### src/rtl/nr_capture.sv
// Button conditioning and three-nibble result capture for the pseudorandom digit generator.
// Optional macro NR_CAPTURE_BCD_EN folds nibbles above 9 into 0..5 so cur/prev stay BCD.
module nr_capture #(
   parameter int DEBOUNCE_CYCLES = 4
) (
   input  logic        clk,
   input  logic        rst,
   input  logic        start_btn,
   input  logic        stop_btn,
   input  logic [3:0]  data_in,
   output logic        start_pulse,
   output logic        stop_pulse,
   output logic [11:0] prev,
   output logic [11:0] cur,
   output logic [1:0]  digit_cnt,
   output logic        busy,
   output logic        done
);

   typedef enum logic [1:0] {
      WAIT_START = 2'd0,
      WAIT_STOP  = 2'd1,
      COMMIT     = 2'd2
   } state_t;

   localparam logic [7:0] DB_LIMIT = 8'(DEBOUNCE_CYCLES);

   logic [1:0] btn_raw;
   logic [1:0] edge_raw;

   assign btn_raw = {stop_btn, start_btn};

   // Bit 0 conditions the start button, bit 1 the stop button.
   genvar gi;
   generate
      for (gi = 0; gi < 2; gi++) begin : g_btn
         logic       sync1_reg;
         logic       sync2_reg;
         logic       deb_reg;
         logic       deb_d_reg;
         logic       edge_reg;
         logic [7:0] cnt_reg;

         always_ff @(posedge clk) begin
            if (rst) begin
               sync1_reg <= 1'b0;
               sync2_reg <= 1'b0;
               deb_reg   <= 1'b0;
               deb_d_reg <= 1'b0;
               edge_reg  <= 1'b0;
               cnt_reg   <= 8'd0;
            end else begin
               sync1_reg <= btn_raw[gi];
               sync2_reg <= sync1_reg;
               deb_d_reg <= deb_reg;
               edge_reg  <= deb_reg & ~deb_d_reg;
               if (sync2_reg == deb_reg) begin
                  cnt_reg <= 8'd0;
               end else if (cnt_reg == DB_LIMIT) begin
                  deb_reg <= ~deb_reg;
                  cnt_reg <= 8'd0;
               end else begin
                  cnt_reg <= cnt_reg + 8'd1;
               end
            end
         end

         assign edge_raw[gi] = edge_reg;
      end
   endgenerate

   state_t      state_reg, state_next;
   logic [11:0] cur_reg, cur_next;
   logic [11:0] prev_reg, prev_next;
   logic [1:0]  digit_cnt_reg, digit_cnt_next;
   logic [3:0]  nib;

`ifdef NR_CAPTURE_BCD_EN
   assign nib = (data_in > 4'd9) ? (data_in - 4'd10) : data_in;
`else
   assign nib = data_in;
`endif

   // Edges outside the matching state are dropped so the generator's toggle tracks the FSM.
   assign start_pulse = edge_raw[0] && (state_reg == WAIT_START);
   assign stop_pulse  = edge_raw[1] && (state_reg == WAIT_STOP);

   always_comb begin
      state_next     = state_reg;
      cur_next       = cur_reg;
      prev_next      = prev_reg;
      digit_cnt_next = digit_cnt_reg;
      case (state_reg)
         WAIT_START: begin
            if (start_pulse) begin
               state_next = WAIT_STOP;
               if (digit_cnt_reg == 2'd0) begin
                  cur_next = 12'h000;
               end
            end
         end
         WAIT_STOP: begin
            if (stop_pulse) begin
               case (digit_cnt_reg)
                  2'd0:    cur_next[11:8] = nib;
                  2'd1:    cur_next[7:4]  = nib;
                  default: cur_next[3:0]  = nib;
               endcase
               if (digit_cnt_reg == 2'd2) begin
                  state_next = COMMIT;
               end else begin
                  digit_cnt_next = digit_cnt_reg + 2'd1;
                  state_next     = WAIT_START;
               end
            end
         end
         COMMIT: begin
            prev_next      = cur_reg;
            digit_cnt_next = 2'd0;
            state_next     = WAIT_START;
         end
         default: begin
            state_next = WAIT_START;
         end
      endcase
   end

   always_ff @(posedge clk) begin
      if (rst) begin
         state_reg     <= WAIT_START;
         cur_reg       <= 12'h000;
         prev_reg      <= 12'h000;
         digit_cnt_reg <= 2'd0;
      end else begin
         state_reg     <= state_next;
         cur_reg       <= cur_next;
         prev_reg      <= prev_next;
         digit_cnt_reg <= digit_cnt_next;
      end
   end

   assign prev      = prev_reg;
   assign cur       = cur_reg;
   assign digit_cnt = digit_cnt_reg;
   assign done      = (state_reg == COMMIT);
   assign busy      = (state_reg != WAIT_START) || (digit_cnt_reg != 2'd0);

endmodule

### config.mk
export PLATFORM = sky130hd
export DESIGN_NAME = nr_capture
export DESIGN_NICKNAME = d
export VERILOG_FILES = /design/src/rtl/nr_capture.sv
export SDC_FILE = /design/constraint.sdc
export NUM_CORES = 1
export LEC_CHECK = 0
export BUFFER_PORTS_ARGS = -buffer_cell sky130_fd_sc_hd__buf_4
export CAP_MARGIN = 20
export CORE_MARGIN = 5
export CORE_UTILIZATION = 45
export CTS_BUF_LIST = sky130_fd_sc_hd__clkbuf_4 sky130_fd_sc_hd__clkbuf_8
export DETAILED_ROUTE_END_ITERATION = 8
export PLACE_DENSITY = 0.63
export SLEW_MARGIN = 20
export SYNTH_ARGS = -nofsm -noshare
export SYNTH_HDL_FRONTEND = slang
export SYNTH_SLANG_ARGS = --single-unit
### constraint.sdc
create_clock -name clk -period 2.1 [get_ports clk]
set_clock_uncertainty 0.2 [all_clocks]
set_input_delay 0.105 -clock clk [delete_from_list [all_inputs] [get_ports clk]]
set_output_delay 0.105 -clock clk [all_outputs]
set_load 0.01 [all_outputs]
## Word level (Yosys, flattened, before mapping)

Cells that the tools add are included.

| storage, ports and cells | value |
|---|---|
| logic and storage cells | 77 |
| output and inout bits | 30 |
| bits in registers | 54 |
| bits of input ports | 8 |

| cells by class | value |
|---|---|
| reductions and logical operators | 19 |
| equal/unequal tests | 15 |
| add/subtract/negate cells | 3 |
| multiplexer cells | 14 |
| bitwise gates (word level) | 8 |

Operators with widths:

| operator | count |
|---|---|
| $mux 12 | 3 |
| $pmux 12 s2 | 1 |
| $add 8x1->8 const B | 2 |
| $eq 8x3->1 const B | 2 |
| $reduce_and 5->1 | 3 |
| $mux 4 | 3 |
| $mux 2 | 5 |
| $ne 2x2->1 const B | 4 |
| $pmux 2 s2 | 2 |
| $reduce_bool 2->1 | 4 |
| $ne 2x1->1 const B | 3 |
| $not 1->1 | 6 |
| $reduce_and 2->1 | 3 |
| $reduce_or 3->1 | 2 |
| $eq 2x1->1 const B | 2 |
| $eq 2x2->1 const B | 2 |
| $logic_not 2->1 | 2 |
| $reduce_and 3->1 | 1 |
| $add 2x1->2 const B | 1 |
| $and 1x1->1 | 2 |
| $eq 1x1->1 | 2 |
| $logic_and 1x1->1 | 2 |
| $reduce_or 2->1 | 1 |
| $logic_or 1x1->1 | 1 |

## Logic depth before layout (Yosys ltp)

| logic depth | value |
|---|---|
| word-level depth | 5 |
| mapped depth | 6 |
| depth with buffers taken out | 5 |

## Worst setup path before layout

Ideal clock, no wire load.

| timing path | value |
|---|---|
| path type | reg2reg |
| start point | register digit_cnt_reg[0] (netlist: digit_cnt[0]) |
| end point | register cur_reg[0] (netlist: cur[0]) |
| path slack | 0.560 ns |
| stages on the path, launching flop included | 6 |
| buffers on the path | 0 |
| required time | 1.775 ns |
| library setup time | 0.125 ns |
| arrival time | 1.215 ns |
| period minus slack after synthesis | 1.540 ns |
| path through | dfxtp_1 -> inv_1 -> ha_1 -> nand4bb_1 -> a21oi_1 -> o2bb2ai_1 |

| on the way | value |
|---|---|
| cells in the longest elaborated chain, start to end | 4 |
| elaborated cells on any way between the ends | 6 |
| those cells by class | eq/ne (3); reduce/logical (3) |

RTL lines:

| what | RTL line | source |
|---|---|---|
| from (decl) | 75 | `logic [1:0] digit_cnt_reg, digit_cnt_next;` |
| from (signal assigned) | 138 | `digit_cnt_reg <= digit_cnt_next;` |
| $eq 2x1->1 / $logic_not 2->1 (equally long branches) | 104, 97 |  |
| $reduce_or 2->1 (no source line) | - |  |
| $ne 2x2->1 (no source line) | - |  |
| $reduce_and 5->1 (no source line) (*) | - |  |
| to (signal assigned) | 136 | `cur_reg <= cur_next;` |
| to (decl) | 73 | `logic [11:0] cur_reg, cur_next;` |

Every way passes the cells marked *; elsewhere a longest branch is shown, timed or not.
A chain may end at the register's enable or synchronous reset.

## Worst setup path in the final report

| timing path | value |
|---|---|
| start point | register state_reg[0] |
| end point | output port done |

| on the way | value |
|---|---|
| cells in the longest elaborated chain, start to end | 1 |

RTL lines:

| what | RTL line | source |
|---|---|---|
| from (decl) | 72 | `state_t state_reg, state_next;` |
| from (signal assigned) | 135 | `state_reg <= state_next;` |
| $eq 2x2->1 | 145 | `assign done = (state_reg == COMMIT);` |
| to (decl) | 17 | `output logic done` |

Every way passes these cells.

==> impl_metrics.env <==
export IMPL_wl_um=4600
export IMPL_synth_compound_area_share_pct=14.1
export IMPL_slew_headroom_pct=69.5
export IMPL_slew_violations=0
export IMPL_synth_xor_area_share_pct=2.27
export IMPL_ys_seq_elements=54
export IMPL_r2r_start="digit_cnt[0]"
export IMPL_ys_flop_type="dfxtp_1"
export IMPL_path_class="reg2out"
export IMPL_holdPathStages=2
export IMPL_status="completed"
export IMPL_die_h_um=81.7
export IMPL_min_from="rst"
export IMPL_period_share_pct=86.9
export IMPL_grt_total_usage_pct=15.2
export IMPL_coreArea_um2=5040
export IMPL_whs_endpoint="g_btn[0].sync2_reg"
export IMPL_drive_gt1_share_pct=20.1
export IMPL_slowest_stage="dfxtp_1"
export IMPL_placedCellCount=345
export IMPL_yosysMostFrequentCell="dfxtp_1"
export IMPL_dpl_hpwl_um=3240
export IMPL_required_ns=1.79
export IMPL_share_comb_of_total_power_pct=2.7
export IMPL_yosys_area_share_simple_pct=26.1
export IMPL_worst_hold_path_type="in2reg"
export IMPL_critical_path_max_fanout=13
export IMPL_root_buffer="clkbuf_8"
export IMPL_yosysWarningCount=0
export IMPL_viasPerCell=4.97
export IMPL_synth_area_leaders="dfxtp_1 (47%), a21oi_1 (4.8%), nand2_1 (4.7%), ha_1 (4.3%), nand2b_1 (4.3%)"
export IMPL_intPower_mw=1.40
export IMPL_grt_max_degree=44
export IMPL_reg2reg_slack_ns=0.39
export IMPL_vdd_drop_max_mv=0.314
export IMPL_setup_viol=0
export IMPL_cts_setup_buffers=0
export IMPL_cts_buffers=5
export IMPL_critPathMaxStageDelay_ns=0.61
export IMPL_final_cells=359
export IMPL_rsz0062_at_grt="no"
export IMPL_grt_pass1_wl_um=7910
export IMPL_r2r_end="cur[1]"
export IMPL_syn_mean_instance_area_um2=9.29
export IMPL_grt_overflow=0
export IMPL_power_frac_seq_pct=58.5
export IMPL_gp_congestion=0.781
export IMPL_reg2reg_depth=5
export IMPL_p_clk_share_pct=38.8
export IMPL_routed_via_count=1785
export IMPL_cp_arrival_ns=1.52
export IMPL_ys_seq_area_share_pct=46.7
export IMPL_path_delay_family="flip-flops"
export IMPL_dieArea_um2=6670
export IMPL_io_pins=38
export IMPL_worst_pin_slew_ns=0.456
export IMPL_synth_edf_count=0
export IMPL_netlist_area_um2=2310
export IMPL_synthCells=249
export IMPL_rows=26
export IMPL_cts_htree_levels=2
export IMPL_synth_top_family_by_area="simple AND/OR/NAND/NOR gates"
export IMPL_hold_viol_final=0
export IMPL_switching_share_pct=20.3
export IMPL_fmax_mhz=548
export IMPL_hold_slack_ns=0.00147
export IMPL_avgRoutedWirePerCell_um=12.8
export IMPL_die_w_um=81.7
export IMPL_drt_initial_drc_count=101
export IMPL_critPathBufInv=2
export IMPL_largest_reg_flops=16
export IMPL_synth_fp_nets=265
export IMPL_synthAdderAreaFrac_pct=4.33
export IMPL_drt_pass1_iter_count=4
export IMPL_drc=0
export IMPL_yosysUniqueCellTypes=38
export IMPL_antenna_cells=0
export IMPL_io_buffers=37
export IMPL_final_nets=304
export IMPL_antenna_found_initial=0
export IMPL_fin_tns_setup_ns=0
export IMPL_async_flop_share_pct=0
export IMPL_drv_cap=0
export IMPL_power_leakage_nw=1.08
export IMPL_crit_path_end_kind="primary output"
export IMPL_clockBufferDepth=2
export IMPL_powerDensity_nw_per_um2=631
export IMPL_synthMuxAreaShare_pct=1.78
export IMPL_clk_latency_ns=0.31
export IMPL_synth_top_area_share_pct=46.7
export IMPL_synth_common_cells="dfxtp_1 (54), nand2_1 (29), a21oi_1 (22), nand2b_1 (16), inv_1 (11)"
export IMPL_grt_pass1_vias=1702
export IMPL_p_sw_uw=358
export IMPL_area_delta_synth_final_pct=20.7
export IMPL_initial_core_util_pct=45.9
export IMPL_path_cells="nand2b_1, inv_2, buf_4"
export IMPL_detail_route_antenna_nets=0
export IMPL_synth_top_cell_by_area="dfxtp_1"
export IMPL_cts_tree="yes"
export IMPL_clock_sinks=54
export IMPL_start_kind="flip-flop"
export IMPL_min_period_ns=1.82
export IMPL_cts_clk_slew_worst_paths_ns=0.09
## through the flow
stage               instance area, um2  power [mW]  setup slack (ns)  util (%)
floorplan                         2310        1.08             0.560         -
global placement                  2620        1.09             0.409      52.0
detailed placement                2620        1.09             0.390      52.0
CTS                               2790        1.78             0.258      55.4
global route                      2790        1.83             0.153      55.4
finish                            2790        1.76             0.276      55.4
## power by group through the flow
| stage | clock network [mW] | logic (mW) | registers, mW |
|---|---|---|---|
| 2_1_floorplan | 0 | 0.0219 | 1.05 |
| 3_3_place_gp | 0 | 0.0389 | 1.05 |
| 3_5_place_dp | 0 | 0.0385 | 1.05 |
| 4_1_cts | 0.704 | 0.0476 | 1.03 |
| 5_1_grt | 0.745 | 0.0520 | 1.03 |
| 6_report | 0.684 | 0.0476 | 1.03 |
## worst reg2reg max path, delay by kind of cell, from the launching register on
family	cells	cell delay, ns
buf+inv	1	0.10
fa+ha+maj	1	0.24
compound gates	2	0.48
flops	1	0.41
simple gates	1	0.18
## cells in the final DEF, fill, tap and decap left out, types with 2 or more instances in the layout
| cell | instances |
|---|---|
| dfxtp_1 | 54 |
| buf_4 | 38 |
| nand2_1 | 29 |
| a21oi_1 | 22 |
| nand2b_1 | 16 |
| inv_1 | 11 |
| o21ai_0 | 10 |
| nand3_1 | 9 |
| ha_1 | 8 |
| or3_1 | 7 |
| nor2_1 | 6 |
| nor2b_1 | 6 |
| nand3b_1 | 6 |
| dlygate4sd3_1 | 6 |
| a211oi_2 | 5 |
| clkbuf_8 | 5 |
| xor2_1 | 4 |
| o2bb2ai_1 | 4 |
| nand4_1 | 4 |
| o21ai_1 | 4 |
| nor3_1 | 4 |
| and4b_1 | 3 |
| mux2i_1 | 3 |
| nor3b_1 | 3 |
| nand4_2 | 2 |
| nor4_2 | 2 |
| o211ai_1 | 2 |
| a211o_1 | 2 |
| xnor2_1 | 2 |
| clkinv_2 | 2 |
## layer usage
metal | vias to the layer above | wire, um | share of wire [%] | GRT usage (%)
met1 | 811 | 2270 | 49 | 20.0
li1 | 940 | - | - | -
met5 | - | 0 | 0 | 0
met4 | 0 | 82 | 1.8 | 6.98
met3 | 7 | 154 | 3.3 | 3.51
met2 | 27 | 2090 | 45 | 23.9
## cells by family after synthesis
group | count (synthesis)
xor+xnor | 6
mux | 4
fa+ha+maj | 8
buf+inv | 24
compound gates | 51
simple gates | 102
flops | 54
## layout make-up
| class | instances | area [um2] |
|---|---|---|
| inverters | 12 | 45.0 |
| clock inverters | 3 | 40.0 |
| repair buffers | 44 | 345 |
| fillers | 453 | 2250 |
| clock buffers | 5 | 68.8 |
| flip-flops and latches | 54 | 1080 |
| well taps | 70 | 87.6 |
| multi-input cells | 171 | 1120 |
## what timing repair did
item                      4_1_cts  5_1_grt
hold buffers                    6        0
gates resized for setup         0        0
hold endpoints to repair       14        0
## how the worst max path moves through the flow
stage	start	to	depth (start not counted)
4_1_cts	state_reg[0]	done	3
6_report	state_reg[0]	done	3
2_1_floorplan	digit_cnt[0]	cur[0]	5
3_5_place_dp	digit_cnt[0]	cur[1]	5
5_1_grt	state_reg[0]	done	3
3_3_place_gp	digit_cnt[1]	cur[0]	5
(Power assumes the default switching activity.)
